--- src/rtl/console_pkg.sv ---
// Shared constants and types for the console transmitter.
package console_pkg;

  // Default store address that targets the console.
  localparam logic [31:0] STDOUT_ADDR = 32'h8000_0004;

  // Transmit FSM: IDLE waits for a buffered word, SEND streams its bytes.
  typedef enum logic {
    IDLE = 1'b0,
    SEND = 1'b1
  } tx_state_t;

endpackage

--- src/rtl/sync_fifo.sv ---
// Single-clock word FIFO. Empty/full derive from the registered level,
// never from pointer equality; pointers wrap naturally.
module sync_fifo #(
  parameter int WIDTH = 32,
  parameter int DEPTH = 8,
  localparam int PTR_W = $clog2(DEPTH),
  localparam int LVL_W = $clog2(DEPTH + 1)
) (
  input  logic             clk,
  input  logic             rst,
  input  logic             push,
  input  logic [WIDTH-1:0] wdata,
  input  logic             pop,
  output logic [WIDTH-1:0] rdata,
  output logic [LVL_W-1:0] level,
  output logic             full,
  output logic             empty
);

  logic [WIDTH-1:0] mem_q [DEPTH];
  logic [PTR_W-1:0] wr_ptr_q, wr_ptr_d;
  logic [PTR_W-1:0] rd_ptr_q, rd_ptr_d;
  logic [LVL_W-1:0] level_q, level_d;
  logic             push_ok;
  logic             pop_ok;

  assign full    = (level_q == LVL_W'(DEPTH));
  assign empty   = (level_q == '0);
  assign level   = level_q;
  assign rdata   = mem_q[rd_ptr_q];
  assign push_ok = push && !full;
  assign pop_ok  = pop && !empty;

  // Next pointers and level; simultaneous push and pop keep the level.
  always_comb begin
    wr_ptr_d = wr_ptr_q;
    rd_ptr_d = rd_ptr_q;
    level_d  = level_q;
    if (push_ok) wr_ptr_d = wr_ptr_q + 1'b1;
    if (pop_ok)  rd_ptr_d = rd_ptr_q + 1'b1;
    case ({push_ok, pop_ok})
      2'b10:   level_d = level_q + 1'b1;
      2'b01:   level_d = level_q - 1'b1;
      default: level_d = level_q;
    endcase
  end

  // Pointer and level registers.
  always_ff @(posedge clk or posedge rst) begin
    if (rst) begin
      wr_ptr_q <= '0;
      rd_ptr_q <= '0;
      level_q  <= '0;
    end else begin
      wr_ptr_q <= wr_ptr_d;
      rd_ptr_q <= rd_ptr_d;
      level_q  <= level_d;
    end
  end

  // Storage array; contents are don't-care until written, so no reset.
  always_ff @(posedge clk) begin
    if (push_ok) mem_q[wr_ptr_q] <= wdata;
  end

endmodule

--- src/rtl/console_tx.sv ---
// Console transmitter: buffers 32-bit stores to the console address and
// sends each word as four bytes, most-significant byte first.
//
// Byte handshake: tx_valid/tx_data are registered. A byte transfers on a
// clock edge where tx_valid && tx_ready. Once tx_valid is high it stays
// high, with tx_data stable, until that transfer (only rst can drop it).
module console_tx
  import console_pkg::*;
#(
  parameter logic [31:0] STDOUT = STDOUT_ADDR,
  parameter int          DEPTH  = 8,
  localparam int         LVL_W  = $clog2(DEPTH + 1)
) (
  input  logic             clk,
  input  logic             rst,
  input  logic             wr_en,
  input  logic [31:0]      wr_addr,
  input  logic [31:0]      wr_data,
  output logic             full,
  output logic [LVL_W-1:0] level,
  output logic             overflow,
  output logic [7:0]       tx_data,
  output logic             tx_valid,
  input  logic             tx_ready
);

  tx_state_t   state_q, state_d;
  logic [1:0]  idx_q, idx_d;
  logic [31:0] sh_q, sh_d;
  logic        overflow_q, overflow_d;

  logic        hit;
  logic        fifo_pop;
  logic [31:0] fifo_rdata;
  logic        fifo_full;
  logic        fifo_empty;

  // Console store decode; the FIFO itself refuses pushes while full.
  assign hit = wr_en && (wr_addr == STDOUT);

  sync_fifo #(
    .WIDTH(32),
    .DEPTH(DEPTH)
  ) u_fifo (
    .clk  (clk),
    .rst  (rst),
    .push (hit),
    .wdata(wr_data),
    .pop  (fifo_pop),
    .rdata(fifo_rdata),
    .level(level),
    .full (fifo_full),
    .empty(fifo_empty)
  );

  assign full     = fifo_full;
  assign overflow = overflow_q;
  assign tx_valid = (state_q == SEND);
  assign tx_data  = sh_q[31:24];

  // A store that finds the FIFO full is dropped and latched as overflow.
  always_comb begin
    overflow_d = overflow_q | (hit && fifo_full);
  end

  // Transmit FSM: load words from the FIFO, shift out bytes on handshake,
  // and chain directly into the next word with no idle cycle.
  always_comb begin
    state_d  = state_q;
    idx_d    = idx_q;
    sh_d     = sh_q;
    fifo_pop = 1'b0;
    case (state_q)
      IDLE: begin
        if (!fifo_empty) begin
          fifo_pop = 1'b1;
          sh_d     = fifo_rdata;
          idx_d    = 2'd0;
          state_d  = SEND;
        end
      end
      SEND: begin
        if (tx_ready) begin
          if (idx_q != 2'd3) begin
            sh_d  = {sh_q[23:0], 8'h00};
            idx_d = idx_q + 2'd1;
          end else if (!fifo_empty) begin
            fifo_pop = 1'b1;
            sh_d     = fifo_rdata;
            idx_d    = 2'd0;
          end else begin
            state_d = IDLE;
          end
        end
      end
      default: state_d = IDLE;
    endcase
  end

  // FSM, shifter and overflow registers.
  always_ff @(posedge clk or posedge rst) begin
    if (rst) begin
      state_q    <= IDLE;
      idx_q      <= 2'd0;
      sh_q       <= 32'h0;
      overflow_q <= 1'b0;
    end else begin
      state_q    <= state_d;
      idx_q      <= idx_d;
      sh_q       <= sh_d;
      overflow_q <= overflow_d;
    end
  end

endmodule

--- config.mk ---
export PLATFORM = sky130hd
export DESIGN_NAME = console_tx
export DESIGN_NICKNAME = d
export VERILOG_FILES = /design/src/rtl/console_pkg.sv /design/src/rtl/sync_fifo.sv /design/src/rtl/console_tx.sv
export SDC_FILE = /design/constraint.sdc
export NUM_CORES = 1
export LEC_CHECK = 0
export BUFFER_PORTS_ARGS = -buffer_cell sky130_fd_sc_hd__clkbuf_2
export CAP_MARGIN = 10
export CORE_MARGIN = 1.5
export CORE_UTILIZATION = 30
export CTS_BUF_LIST = sky130_fd_sc_hd__clkbuf_4
export DETAILED_ROUTE_END_ITERATION = 8
export HOLD_SLACK_MARGIN = 0.1
export PLACE_DENSITY = 0.48
export SYNTH_ARGS = -nofsm -noshare
export SYNTH_HDL_FRONTEND = slang
export SYNTH_SLANG_ARGS = --single-unit
--- constraint.sdc ---
create_clock -name clk -period 2.87 [get_ports clk]
set_input_delay 0.4305 -clock clk [delete_from_list [all_inputs] [get_ports clk]]
set_output_delay 0.4305 -clock clk [all_outputs]
set_load 0.03 [all_outputs]
==> impl_metrics.ini, run 1 <==
[outcome]
status = completed

[sta]
worst_pin_slew_ps = 597
fin_skew_ps = 62.3
fin_setup_tns_ps = 0
fin_crit_ps = 2500
fmax_ghz = 0.400
final-setup-viol-count = 0
period_share_pct = 87.1
rsz0062_at_grt = no
slew_violations = 0
finalHoldViolCount = 0
relSlewSlack_pct = 60.2

[placement]
portBuffers = 82
dp_hpwl_mm = 14.8
routabilityCongestion = 0.781

[worst_setup_path]
r2r_start = u_fifo.level[1]
critPathLaunch = u_fifo.level[1]
crit_required_ps = 3400
path_class = flop to flop
startpoint_type = flop
critPathMaxFanout = 10
crit_path_end_kind = flop
worstPathArrival_ps = 3030

[floorplan]
floorplan.initialDensity_pct = 30.4
rows = 72
die_h_um = 201
die_w_um = 201
coreArea_um2 = 38600
die-area_um2 = 40400
num_io_pins = 83

[clock_network]
cts_root_buf = clkbuf_4
htree_num_levels = 3
ctsResizeCount = 0
cts_buffer_depth = 3
cts_buffers = 79
cts_tree = done
clk_latency_ps = 710
path_clk_slew_ps = 60
cts.sinks = 302

[power_and_ir_drop]
p_per_area_nw_per_um2 = 818
peakVddDrop_mv = 0.395
power_uw = 11700
p_leak_uw = 0.00504

[synth]
synth_nets = 644
synth_largest_area_cell = edfxtp_1
synth_cell_type_count = 44
yosysSeqAreaShare_pct = 75.2
yosys_warnings = 0
synth-edff-count = 256
yosys.area.top_type_share_pct = 65.4
synth.top_cells.by_area = edfxtp_1 (65%), mux4_2 (12%), dfrtp_1 (9.8%)
syn_inst = 570
async_flop_share_pct = 15.2
synth_flop_cell = edfxtp_1
synth.ff_latch_count = 302
synth_area_um2 = 11800
synth_area_per_cell_um2 = 20.6

[detailed_routing]
drtAntennaViolNets = 0
drt-initial-drc-count = 369
via_per_inst = 4.58
wl_mm = 25.9
drc = 0
vias = 6120
firstDrtPassIters = 5
wl_per_cell_um = 19.4

[cells_and_area]
drive_above_1_share_pct = 38.8
utilization_pct = 36.9
nets = 826
layout_commonest_cell = edfxtp_1
mostFrequentLayoutCells = edfxtp_1 (256), clkbuf_4 (129), clkbuf_2 (82), mux4_2 (64), dfrtp_1 (43)
syn_to_final_growth_pct = 21.5
num-fill-cells = 3604

[global_route]
grt_max_degree = 57
grt_first_pass_wirelength_mm = 39.6
overflow = 0
gr-usage-all-layers_pct = 13.1
grt_pass1_vias = 6615
antenna_found_initial = 1

[flow_run]
drv_cap = 0

[min_path]
hold_class = input pin to flop
min_from = tx_ready
final cells by class:
cell class	instances	area, um^2	share of cell area (%)
diodes	1	2.50	0.0175
clock buffers	129	968	6.78
clock inverters	17	70.1	0.491
inverters	4	15.0	0.105
multi-input cells	226	2680	18.8
flip-flops and latches	302	8840	61.9
well taps	518	648	4.54
repair buffers	139	1050	7.33
timing repair:
| action | CTS | global route |
|---|---|---|
| setup buffers | 0 | 0 |
| endpoints found under the setup margin | 0 | 0 |
| hold endpoints to repair | 279 | 0 |
| hold buffers | 33 | 0 |
path summary, 6_finish.rpt:
| check | depth (start not counted) | endpoint | slack (ps) |
|---|---|---|---|
| min in group asynchronous | 3 | sh_q[1] | 350 |
| max in group asynchronous | 4 | u_fifo.rd_ptr_q[1] | 1860 |
| worst min-delay path | 3 | tx_valid | 200 |
| worst max register to register | 10 | u_fifo.level[2] | 370 |
| worst min register to register | 1 | overflow | 460 |
| worst max-delay path | 10 | u_fifo.level[2] | 370 |
registers in the layout (all words and copies together) (netlist names):
name / cells
idx_q: 2
overflow: 1
sh_q: 32
tx_valid: 1
u_fifo.level: 4
u_fifo.mem_q: 256
u_fifo.rd_ptr_q: 3
u_fifo.wr_ptr_q: 3
cells in the mapped netlist (all sizes together) (2+ instances only):
| library cell | instances |
|---|---|
| and3b | 2 |
| xor2 | 6 |
| ha | 6 |
| mux2i | 32 |
| nand2b | 2 |
| inv | 4 |
| buf | 31 |
| nor4b | 4 |
| xnor2 | 3 |
| mux2 | 3 |
| nand4 | 2 |
| nand2 | 12 |
| a21oi | 2 |
| edfxtp | 256 |
| and4b | 3 |
| nor2b | 2 |
| and4bb | 2 |
| nor2 | 3 |
| a22oi | 24 |
| clkbuf | 7 |
| o21ai | 34 |
| nor4 | 7 |
| mux4 | 64 |
| dfrtp | 46 |
cell families after synthesis:
| family | after synthesis | share of synthesized area, % |
|---|---|---|
| flops | 302 | 75.2 |
| mux | 99 | 15.3 |
| compound gates | 64 | 3.44 |
| simple gates | 48 | 2.69 |
| buf+inv | 42 | 2.07 |
| xor+xnor | 9 | 0.671 |
| fa+ha+maj | 6 | 0.639 |
worst max-delay path, cell delays in order, from the launching register on:
cell     delay, ps
dfrtp_1        510
nor4_1         410
or2_2          190
inv_1          100
ha_1           280
xor2_1         160
ha_1           210
a21oi_1        140
xor2_1         160
nor2_1          70
xor2_1         140
stage by stage:
step	area (um^2)	hold slack [ps]	std cells	setup slack, ps
4_1_cts	14300	142	1335	383
2_1_floorplan	11800	449	570	182
3_5_place_dp	12900	453	1156	39.9
5_1_grt	14300	180	1336	181
3_3_place_gp	12900	443	1156	198
6_report	14300	197	1336	372
power by group:
group          switching [uW]  internal [uW]
registers                 353           4990
logic                    1290           1340
clock network            1690           2030
total                    3330           8360
per-layer routing:
layer	up-vias	wire length (um)	global-route usage, %
met5	-	0	0
li1	2776	-	-
met4	0	489	5.10
met1	3098	11400	17.0
met3	48	1450	3.34
met2	198	12600	21.2
No activity file was read; power rests on OpenSTA's default activity.
==> run 2, diff against run 1 <==
--- a/config.mk
+++ b/config.mk
@@ -11,6 +11,7 @@
 export CORE_UTILIZATION = 30
 export CTS_BUF_LIST = sky130_fd_sc_hd__clkbuf_4
 export DETAILED_ROUTE_END_ITERATION = 8
+export GPL_TIMING_DRIVEN = 0
 export HOLD_SLACK_MARGIN = 0.1
 export PLACE_DENSITY = 0.48
 export SYNTH_ARGS = -nofsm -noshare
==> run 2 against run 1 <==
Effect of this change:
- critical path depth grew 1
- fmax shrank 5.7%
- flip-flop and latch count did not move
- global-route usage is 0.42 points higher
- highest routed layer unchanged
- sequential power down 2%
- largest power group unchanged
==> impl_metrics.ini, run 2 (synthesis results as in run 1) <==
[floorplan]
num_io_pins = 83
coreArea_um2 = 38600
die-area_um2 = 40400
die_h_um = 201
floorplan.initialDensity_pct = 30.4
die_w_um = 201
rows = 72

[worst_setup_path]
worstPathCellList = nor4_4, or2_2, clkbuf_2, inv_1, ha_1, xor2_1, ha_1, a21oi_1, xor2_1, nor2_1, xor2_1
worstSetupPathDepth = 11
rrSetupSlack_ps = 220
critPathMaxFanout = 8
worstPathArrival_ps = 3190
rr_worst_depth = 11
critPathTopFamily = simple AND/OR/NAND/NOR gates
path_class = flop to flop
startpoint_type = flop
crit_required_ps = 3420
cpMostUsedCell = xor2_1
crit_path_end_kind = flop
cp_slowest_cell = dfrtp_1
path_buf_inv = 2
critical_path.max_stage_delay_ps = 510

[sta]
period_share_pct = 92.3
fin_skew_ps = 41.2
final-setup-viol-count = 0
relSlewSlack_pct = 27.8
fmax_ghz = 0.378
timing.hold.ws_ps = 189
fin_crit_ps = 2650
finalHoldViolCount = 0
slew_violations = 0
worst_pin_slew_ps = 1080

[power_and_ir_drop]
p_leak_uw = 0.00504
p_per_area_nw_per_um2 = 822
peakVddDrop_mv = 0.328

[detailed_routing]
firstDrtPassIters = 4
drtAntennaViolNets = 0
drt-initial-drc-count = 236
via_per_inst = 4.60
wl_per_cell_um = 19.8
wl_mm = 26.7
drc = 0
vias = 6205

[cells_and_area]
mostFrequentLayoutCells = edfxtp_1 (256), clkbuf_4 (113), clkbuf_2 (83), mux4_2 (64), dfrtp_1 (45)
layout_commonest_cell = edfxtp_1
drive_above_1_share_pct = 38.3
top_register = u_fifo.mem_q
num-fill-cells = 3612
post-route-cell-area_um2 = 14300
nets = 849
largest_reg_flops = 256
syn_to_final_growth_pct = 21.8

[min_path]
holdPathStages = 3
hold_class = input pin to flop

[placement]
routabilityCongestion = 0.806
placed_area_um2 = 13000
portBuffers = 82
dp_hpwl_mm = 16.9

[global_route]
grt_first_pass_wirelength_mm = 40.8
overflow = 0
gr-usage-all-layers_pct = 13.5
grt_max_degree = 33
grt_pass1_vias = 6931
antenna_found_initial = 2

[clock_network]
cts_buffer_depth = 3
cts_tree = done
clk_latency_ps = 680
cts_buffers = 80
path_clk_slew_ps = 60
cts.sinks = 302
htree_num_levels = 3
cts_root_buf = clkbuf_4
cts_setup_buffers = 0

[flow_run]
drv_cap = 0

[outcome]
status = completed
-- run 2: layer usage --
layer  global-route usage (%)  vias up  share of wire [%]  wire length, um
li1                         -     2808                  -                -
met1                     17.1     3177                 43            11600
met2                     22.6      170                 49            13200
met3                     3.34       50                5.4             1460
met4                     4.94        0                1.8              491
met5                        0        -                  0                0
-- run 2: timing repair --
| item | 4_1_cts | 5_1_grt |
|---|---|---|
| endpoints found under the hold margin | 298 | 0 |
| gates cloned | 0 | 0 |
| resized for setup | 1 | 4 |
| hold buffers | 33 | 0 |
| endpoints found under the setup margin | 32 | 1 |
-- run 2: where the power goes --
group	internal (uW)	switching (uW)
Combinational	1410	1620
Clock	1890	1640
Sequential	4990	220
Total	8290	3480
-- run 2: area by class of cell --
type                    instances  area [um^2]  area share [%]
plain buffers                  38          228            1.59
repair buffers                123          901            6.30
flip-flops and latches        302         8840            61.8
multi-input cells             226         2710            19.0
clock buffers                 113          848            5.93
inverters                       4         15.0           0.105
clock inverters                22          111           0.778
diodes                          2         5.00          0.0350
well taps                     518          648            4.53
-- run 2: through the flow --
stage	power, uW	worst slack [ps]	utilization [%]	TNS (ps)	std cells
detailed placement	8370	-413	33.6	-17880	1178
global placement	8300	-1030	33.2	-230840	1170
CTS	12000	141	36.9	0	1346
finish	11800	222	37.0	0	1348
global route	12400	-15.5	37.0	-15.5	1348
floorplan	7370	182	-	0	570
-- run 2: worst paths after layout --
| check | startpoint | end |
|---|---|---|
| max | u_fifo.level[0] | u_fifo.level[2] |
| min reg2reg | overflow | overflow |
| max in group asynchronous | rst | sh_q[7] |
| min in group asynchronous | rst | sh_q[29] |
| max reg2reg | u_fifo.level[0] | u_fifo.level[2] |
| min | tx_ready | tx_valid |
-- run 2: tightest hold or removal path: cells and delay by family --
family | cells | cell delay, ps
AO/OA/AOI/OAI | 1 | 100
buffers and inverters | 1 | 130
AND/OR/NAND/NOR | 1 | 140
==> run 3, diff against run 2 <==
--- a/config.mk
+++ b/config.mk
@@ -8,12 +8,12 @@
 export BUFFER_PORTS_ARGS = -buffer_cell sky130_fd_sc_hd__clkbuf_2
 export CAP_MARGIN = 10
 export CORE_MARGIN = 1.5
-export CORE_UTILIZATION = 30
+export CORE_UTILIZATION = 55
 export CTS_BUF_LIST = sky130_fd_sc_hd__clkbuf_4
 export DETAILED_ROUTE_END_ITERATION = 8
 export GPL_TIMING_DRIVEN = 0
 export HOLD_SLACK_MARGIN = 0.1
-export PLACE_DENSITY = 0.48
+export PLACE_DENSITY = 0.77
 export SYNTH_ARGS = -nofsm -noshare
 export SYNTH_HDL_FRONTEND = slang
 export SYNTH_SLANG_ARGS = --single-unit
==> run 3 against run 2 <==
Effect of this change:
- global-route usage grew 9.4 points
- combinational power is 2% lower
- worst setup slack got worse by 85 ps
- hold slack gained 37 ps
- highest routed layer unchanged
- clock skew is 6.4 ps lower
- register-to-register slack worse by 80 ps
- critical path depth increased by 1
==> impl_metrics.ini, run 3 (synthesis results as in run 1) <==
[outcome]
status = completed

[worst_setup_path]
rr_worst_depth = 12
critPathMaxFanout = 9
cp_slowest_cell = dfrtp_1
path_buf_inv = 3
worstSetupPathDepth = 12
critical_path.max_stage_delay_ps = 400
worstPathCellList = buf_6, nor4_4, or2_2, clkbuf_2, inv_1, ha_1, xor2_1, ha_1, a21oi_1, xor2_1, nor2_1, xor2_1
rrSetupSlack_ps = 140
r2r_start = u_fifo.level[1]
crit_required_ps = 3400
path_class = flop to flop
startpoint_type = flop
worst_r2r_endpoint = u_fifo.level[2]
cpMostUsedCell = xor2_1
worstPathArrival_ps = 3260
critPathTopFamily = simple AND/OR/NAND/NOR gates
crit_path_end_kind = flop

[sta]
relSlewSlack_pct = 24.5
rsz0062_at_grt = no
timing.hold.ws_ps = 226
slew_violations = 0
fmax_ghz = 0.366
finalHoldViolCount = 0
worst_pin_slew_ps = 1130
period_share_pct = 95.2
fin_skew_ps = 34.8
fin_crit_ps = 2730
final-setup-viol-count = 0

[power_and_ir_drop]
power_uw = 11500
p_leak_uw = 0.00501
p_per_area_nw_per_um2 = 826
peakVddDrop_mv = 0.493

[floorplan]
num_io_pins = 83
floorplan.initialDensity_pct = 55.9
coreArea_um2 = 21000
die-area_um2 = 22300
rows = 53
die_h_um = 149
die_w_um = 149

[clock_network]
cts.sinks = 302
cts_tree = done
cts_buffer_depth = 3
path_clk_slew_ps = 60
cts_setup_buffers = 0
cts_root_buf = clkbuf_4
clk_latency_ps = 660
htree_num_levels = 3
cts_buffers = 74

[detailed_routing]
wl_mm = 24.3
drt-initial-drc-count = 429
firstDrtPassIters = 5
vias = 6341
via_per_inst = 5.79
wl_per_cell_um = 22.2
drc = 0
drtAntennaViolNets = 0

[global_route]
grt_first_pass_wirelength_mm = 37.0
overflow = 0
grt_max_degree = 47
antenna_found_initial = 1
gr-usage-all-layers_pct = 23.0
grt_pass1_vias = 6764

[min_path]
min_from = tx_ready
hold_class = input pin to flop
worstHoldEndpoint = tx_valid
holdPathStages = 3

[placement]
dp_hpwl_mm = 14.9
routabilityCongestion = 0.805
placed_area_um2 = 12700
portBuffers = 82
place_inst = 934

[cells_and_area]
largest_reg_flops = 256
utilization_pct = 66.5
drive_above_1_share_pct = 37.2
layout_commonest_cell = edfxtp_1
nets = 842
post-route-cell-area_um2 = 14000
num-fill-cells = 1404
fin_cells = 1095
mostFrequentLayoutCells = edfxtp_1 (256), clkbuf_4 (99), clkbuf_2 (83), mux4_2 (64), dfrtp_1 (44)
top_register = u_fifo.mem_q
syn_to_final_growth_pct = 18.9

[flow_run]
drv_cap = 0
## run 3: cell types whose count changed in the layout (fill, tap and decap cells not counted), moves of 2 or more
cell,change
buf_12,-8
clkbuf_4,-14
clkinv_1,+4
inv_2,+2
buf_16,+7
## run 3: how the worst max path moves through the flow
stage	start	endpoint	slack, ps
6_report	u_fifo.level[1]	u_fifo.level[2]	140
2_1_floorplan	u_fifo.level[1]	u_fifo.level[2]	180
3_3_place_gp	wr_addr[15]	u_fifo.mem_q[4][7]	-830
4_1_cts	u_fifo.level[0]	u_fifo.level[2]	20
3_5_place_dp	wr_addr[5]	u_fifo.mem_q[2][7]	-260
5_1_grt	u_fifo.level[3]	u_fifo.level[2]	6
## run 3: where the power goes
group	leakage, uW	internal [uW]	switching, uW
Clock	0.000538	1780	1590
Sequential	0.00290	4990	224
Combinational	0.00158	1400	1550
Total	0.00501	8180	3370
## run 3: timing repair
item                                    CTS  global route
hold endpoints to repair                302             0
resized for setup                         0             5
endpoints found under the setup margin    0            33
hold buffers                             33             0
## run 3: cell type report
| class | instances | area [um^2] | share of cell area [%] |
|---|---|---|---|
| clock inverters | 28 | 159 | 1.14 |
| diodes | 1 | 2.50 | 0.0179 |
| plain buffers | 38 | 228 | 1.63 |
| repair buffers | 122 | 933 | 6.68 |
| clock buffers | 99 | 743 | 5.32 |
| multi-input cells | 226 | 2710 | 19.4 |
| flip-flops and latches | 302 | 8840 | 63.3 |
| well taps | 275 | 344 | 2.46 |
| inverters | 4 | 15.0 | 0.107 |
## run 3: per-stage QoR
step | TNS, ps | setup WS [ps]
final | 0 | 137
after global routing | 0 | 6.48
after CTS | 0 | 18.9
after detailed placement | -12070 | -259
after global placement | -185070 | -832
after floorplan | 0 | 182
## run 3: per-layer routing
layer  track usage (%)  up-vias  wire length (um)
li1                  -     2798                 -
met1              30.3     3229              9950
met2              37.6      284             12200
met3              4.89       30              1670
met4              9.26        0               408
met5                 0        -                 0
## run 3: worst min-delay path, stage by stage
cell,delay [ps]
clkbuf_2,140
a21boi_0,110
nand2b_1,150
